===== src/rtl/sram_port_arbiter.sv =====
// sram_port_arbiter: round-robin sharing of one SRAM controller port between
// instruction fetch (port 0) and data (port 1), with tagged burst read return.
module sram_port_arbiter #(
  parameter int BURST = 4,
  parameter int BCNTW = 3
) (
  input  logic        clock,
  input  logic        rst_n,
  output logic        m0_waitrequest,
  input  logic [1:0]  m0_id,
  input  logic [29:0] m0_address,
  input  logic        m0_read,
  input  logic        m0_write,
  input  logic [31:0] m0_writedata,
  input  logic [3:0]  m0_writedatamask,
  output logic [31:0] m0_readdata,
  output logic [1:0]  m0_readdataid,
  output logic        m1_waitrequest,
  input  logic [1:0]  m1_id,
  input  logic [29:0] m1_address,
  input  logic        m1_read,
  input  logic        m1_write,
  input  logic [31:0] m1_writedata,
  input  logic [3:0]  m1_writedatamask,
  output logic [31:0] m1_readdata,
  output logic [1:0]  m1_readdataid,
  input  logic        s_waitrequest,
  output logic [1:0]  s_id,
  output logic [29:0] s_address,
  output logic        s_read,
  output logic        s_write,
  output logic [31:0] s_writedata,
  output logic [3:0]  s_writedatamask,
  input  logic [31:0] s_readdata,
  input  logic [1:0]  s_readdataid
);
  logic             last;
  logic             acc;
  logic [1:0]       pend;
  logic [1:0]       rd;
  logic [1:0]       el;
  logic [1:0]       g;
  logic [1:0]       hit;
  logic [BCNTW-1:0] bcnt [2];
  logic [1:0]       sid [2];
  always_comb begin
    rd = {m1_read & ~pend[1], m0_read & ~pend[0]};
    el = rd | {m1_write, m0_write};
    g[0] = el[0] & (~el[1] | last);
    g[1] = el[1] & (~el[0] | ~last);
    s_id = g[0] ? 2'd1 : g[1] ? 2'd2 : 2'd0;
    s_address = g[1] ? m1_address : m0_address;
    s_writedata = g[1] ? m1_writedata : m0_writedata;
    s_writedatamask = g[1] ? m1_writedatamask : m0_writedatamask;
    // an eligible port that is not reading must be writing
    s_read = |(g & rd);
    s_write = |(g & ~rd);
    acc = |g & ~s_waitrequest;
    m0_waitrequest = ~g[0] | s_waitrequest;
    m1_waitrequest = ~g[1] | s_waitrequest;
    hit = {(s_readdataid == 2'd2) & pend[1], (s_readdataid == 2'd1) & pend[0]};
  end
  always_ff @(posedge clock or negedge rst_n) begin
    if (!rst_n) begin
      last <= 1'b1;
      pend <= '0;
      bcnt[0] <= '0;
      bcnt[1] <= '0;
      sid[0] <= '0;
      sid[1] <= '0;
      m0_readdata <= '0;
      m1_readdata <= '0;
      m0_readdataid <= '0;
      m1_readdataid <= '0;
    end else begin
      m0_readdataid <= hit[0] ? sid[0] : 2'd0;
      m1_readdataid <= hit[1] ? sid[1] : 2'd0;
      m0_readdata <= hit[0] ? s_readdata : m0_readdata;
      m1_readdata <= hit[1] ? s_readdata : m1_readdata;
      if (acc) last <= g[1];
      for (int i = 0; i < 2; i++)
        if (acc & g[i] & rd[i]) begin
          pend[i] <= 1'b1;
          bcnt[i] <= BCNTW'(BURST);
          sid[i] <= i ? m1_id : m0_id;
        end else if (hit[i]) begin
          bcnt[i] <= bcnt[i] - 1'b1;
          pend[i] <= bcnt[i] != BCNTW'(1);
        end
    end
  end
endmodule


===== config.mk =====
export PLATFORM = sky130hd
export DESIGN_NAME = sram_port_arbiter
export DESIGN_NICKNAME = d
export VERILOG_FILES = /design/src/rtl/sram_port_arbiter.sv
export SDC_FILE = /design/constraint.sdc
export NUM_CORES = 1
export LEC_CHECK = 0
export CAP_MARGIN = 0
export CORE_MARGIN = 2
export CORE_UTILIZATION = 27
export CTS_BUF_LIST = sky130_fd_sc_hd__clkbuf_4
export CTS_CLUSTER_DIAMETER = 150
export DETAILED_ROUTE_END_ITERATION = 7
export DONT_BUFFER_PORTS = 1
export GPL_TIMING_DRIVEN = 0
export SETUP_SLACK_MARGIN = 0.5
export SLEW_MARGIN = 20
export SYNTH_ARGS = -nofsm -noshare
export SYNTH_HDL_FRONTEND = slang
export SYNTH_SLANG_ARGS = --single-unit

===== constraint.sdc =====
create_clock -name clock -period 2.8 [get_ports clock]
set_clock_uncertainty 0.2 [all_clocks]
set_input_delay 0.42 -clock clock [delete_from_list [all_inputs] [get_ports clock]]
set_output_delay 0.42 -clock clock [all_outputs]
set_load 0.005 [all_outputs]

Yosys cells after proc, flatten, opt, wreduce, memory -nomap -nowiden
Cells that the tools add are included.

storage, ports and cells
  bits in registers = 81
  bits of input ports = 177
  output and inout bits = 140
  logic and storage cells = 64

cells by class
  add/subtract/negate cells = 2
  equal/unequal tests = 4
  muxes and demuxes = 15
  bitwise operators = 27
  reductions and logical operators = 5

operator list
  operator               number
  $mux W32               1
  $mux W30               1
  $mux W3                4
  $and A1 B1 Y1          11
  $mux W2                4
  $not A1 Y1             8
  $ne A3 B1 Y1 const B   2
  $reduce_or A2 Y1       3
  $sub A3 B1 Y3 const B  2
  $and A2 B2 Y2          2
  $mux W1                4
  $mux W4                1
  $or A1 B1 Y1           4
  $reduce_bool A2 Y1     2
  $eq A2 B1 Y1 const B   1
  $eq A2 B2 Y1 const B   1
  $not A2 Y2             1
  $or A2 B2 Y2           1

Longest topological paths before layout
Gate-level depths: netlist of the first run.

  depth after elaboration = 11
  mapped depth = 6
  gate-level depth less buffers = 5

Least setup slack after synthesis of the first run
No wires, ideal clock.

  path type = in2out
  start = in m0_read
  end = out s_writedata[10]
  arrival = 1.385 ns
  data required time = 2.180 ns
  slack = 0.795 ns
  stages = 6
  buffers on the path = 2
  cell sequence = nor2b_2 -> o21ai_4 -> nand2_2 -> buf_6 -> buf_6 -> mux2_4

between the ends
  word-level cells in the longest chain between the ends = 6

RTL lines
  item                RTL line  text
  start: declaration  12        input logic m0_read,
  $and A1 B1 Y1       47        rd = {m1_read & ~pend[1], m0_read & ~pend[0]};
  $or A2 B2 Y2        48        el = rd | {m1_write, m0_write};
  $not A1 Y1          50        g[1] = el[1] & (~el[0] | ~last);
  $or A1 B1 Y1        50
  $and A1 B1 Y1       50
  $mux W32            53        s_writedata = g[1] ? m1_writedata : m0_writedata;
  end: declaration    32        output logic [31:0] s_writedata,

Every way passes these cells.

Final worst setup path of the first run
  start = reg pend[0]
  end = out s_writedata[24]

between the ends
  word-level cells in the longest chain between the ends = 7

RTL lines
  item                              RTL line  text
  start: declaration                39        logic [1:0] pend;
  start signal: assignment          66        pend <= '0;
  start signal: indexed assignment  83        pend[i] <= 1'b1;
  start signal: indexed assignment  88        pend[i] <= bcnt[i] != BCNTW'(1);
  $not A1 Y1                        47
  $and A1 B1 Y1                     47
  $or A2 B2 Y2                      48
  $not A1 Y1                        50
  $or A1 B1 Y1                      50
  $and A1 B1 Y1                     50
  $mux W32                          53

Every way passes these cells.

==> results of run 1 <==
## final cells by class
cell class              instances  area [µm²]
fillers                      1430        9880
multi-input cells             248        2070
flip-flops and latches         81        2030
repair buffers                 53         553
well taps                     188         235
plain buffers                  19         169
clock inverters                 7         124
clock buffers                   9        67.6
inverters                       7        26.3
## timing repair
item,in CTS,in global routing
pin swaps,1,0
resized for setup,32,3
endpoints found under the hold margin,156,81
gates cloned,2,1
setup buffers,11,0
setup endpoints to repair,69,70
## worst min path at each step
stage	to	slack (ps)	cells past startpoint
final	m0_readdata[3]	-550	0
after global routing	m0_readdata[10]	-610	0
after global placement	m0_readdata[15]	-70	0
after detailed placement	m1_readdata[15]	-70	0
after CTS	m1_readdata[6]	-600	0
after floorplan	bcnt[0]	-80	0
## Yosys cell counts, drive strengths merged
master	count
nor2	5
dfrtp	80
o21bai	1
a32o	1
o21a	1
and3b	2
mux2	102
a21oi	3
buf	15
o22a	1
a21o	1
nor3	2
nand3b	2
nand2	103
o21ai	3
clkbuf	4
nor4bb	1
or3	1
inv	7
dfstp	1
a211oi	2
o22ai	1
and2	4
ha	4
xor2	2
nor2b	1
xnor2	1
nand2b	4
## cells by family (layout without fill, tap and decap cells)
kind of cell / count (synthesis) / count (layout) / share of synthesized area
AOI/OAI and AO/OA: 14 / 14 / 0.0249
xor gates and xnor gates: 3 / 3 / 0.00631
adders and majority gates: 4 / 4 / 0.0120
buffers and inverters: 26 / 95 / 0.0348
DFF: 81 / 81 / 0.487
muxes: 102 / 102 / 0.302
and+or+nand+nor: 125 / 125 / 0.133
## registers in the layout, summed over array words and instances, names as in the netlist
signal,count
m1_readdataid,2
m0_readdataid,2
sid,4
m0_readdata,32
bcnt,6
m1_readdata,32
pend,2
last,1
## power breakdown
group          internal [W]  switching, W
registers           0.00166      0.000410
clock network      0.000463      0.000439
logic              0.000970      0.000814
## critical path: stages (launching register included)
cell       delay [ps]
dfrtp_1           440
nor2b_4           160
o21ai_4            70
nand2_4           100
buf_12            150
clkbuf_16         150
mux2_4            330
## routing by layer
metal  vias up  GRT usage
met5         -          0
met1      1549      0.207
met3        14     0.0526
li1       1320          -
met4         0     0.0537
met2       200      0.320
## per-stage QoR
| stage | util | total power (W) | hold WS, ps |
|---|---|---|---|
| CTS | 0.346 | 0.00475 | -605 |
| floorplan | - | 0.00310 | -75.6 |
| detailed placement | 0.291 | 0.00354 | -74.5 |
| finish | 0.348 | 0.00475 | -554 |
| global placement | 0.291 | 0.00348 | -73.9 |
| global route | 0.348 | 0.00503 | -615 |
==> reports/qor.yml, run 1 <==
status:
  outcome: "finished with violations"
  violations: "hold timing"
final_layout:
  syn2layout_area_growth_pct: 26.5
  mostFrequentLayoutCells: "nand2_1, dfrtp_1, mux2_2"
  drive_gt1_frac: 0.368
  fin_cells: 612
  nets: 600
  finalInstanceArea_um2: 5270
  diodes: 0
  layout_commonest_cell: "nand2_1"
sta:
  maxSlewViolCount: 0
  max_freq_mhz: 407
  post-route-min-period_ps: 2450
  hold_viol_final: 81
  setup_slack_ps: 345
  worst_pin_slew_ps: 496
  fin_hold_ws_ps: -554
  setup_violations: 0
  rsz0062_at_grt: "yes"
  slew_headroom: 0.669
  timing.setup.tns_ps: 0
  min_period_over_period: 0.877
yosys:
  syn_inst: 355
  ys_warn_count: 0
  yosysTopAreaCellShare: 0.480
  synthesis.area_um2: 4170
  synth_area_leaders: "dfrtp_1, mux2_2, mux2_4"
  ys_seq_area_frac: 0.487
  ys_seq_elements: 81
  avgSynthCellArea_um2: 11.7
  syn-num-nets: 536
  yosysTopAreaCell: "dfrtp_1"
  yosysUniqueCellTypes: 35
place:
  portBuffers: 0
  hpwl_mm: 12.1
  place_worst_setup_slack_ps: 626
  placed_area_um2: 4400
  placedCellCount: 543
  place.gp.congestion: 0.767
critical_path:
  worst_ep_required_time_ps: 2180
  worstPathMaxFanout: 6
  r2r_end: "m0_readdata[27]"
  cp-end-kind: "primary output"
  worstSetupStartpoint: "pend[0]"
  cp-start-kind: "flip-flop"
  arrival_ps: 1830
  reg2reg_slack_ps: 720
  crit_end: "s_writedata[24]"
  path_class: "flip-flop to primary output"
  r2r_start: "pend[0]"
  reg2reg_depth: 5
pwr:
  p_leak_nw: 2.50
  power_density_nw_per_um2: 902
  peakVddDrop_v: 0.000357
routing:
  routed_via_density: 5.04
  drc: 0
  met2_wirelength_mm: 8.21
  maxUsedRoutingLayer: "met4"
  via_count: 3083
  postRouteAntennaNets: 0
  drt-total-wl_mm: 15.8
  firstDrtPassIters: 4
  m1WireLength_mm: 5.86
  dr_wl_met3_mm: 1.49
  wire_per_inst_um: 25.7
  first_iter_violations: 109
floorplanning:
  fp.dieH_um: 128
  die_w_um: 128
  start_util: 0.275
  num_rows: 45
  pin_count: 317
  die_area_um2: 16400
  fp.coreArea_um2: 15100
grt:
  grt-ovfl-total: 0
  grt_pass1_wl_mm: 21.1
  grt_antenna_before_repair: 0
  grtUsageTotal: 0.179
  grt_pass1_vias: 3158
  grt_max_degree: 82
cts:
  hold_buffers: 39
  cts_root_buf: "clkbuf_4"
  cts_max_level: 3
  clock-sinks: 81
  clockBufferDepth: 2
  clk_pin_slew_ps: 160
  tritoncts: "done"
  worst_skew_pair.late_latency_ps: 420
  cts_buffers: 9
run:
  cap_violations: 0
min_path:
  hold_class: "input pin to async pin"
(Power assumes the default switching activity.)
==> inputs of run 2 (changes only) <==
--- a/config.mk
+++ b/config.mk
@@ -5,7 +5,6 @@
 export SDC_FILE = /design/constraint.sdc
 export NUM_CORES = 1
 export LEC_CHECK = 0
-export CAP_MARGIN = 0
 export CORE_MARGIN = 2
 export CORE_UTILIZATION = 27
 export CTS_BUF_LIST = sky130_fd_sc_hd__clkbuf_4
==> results of run 2 <==
No change in the layout: final DEF, timing and power equal those of run 1.
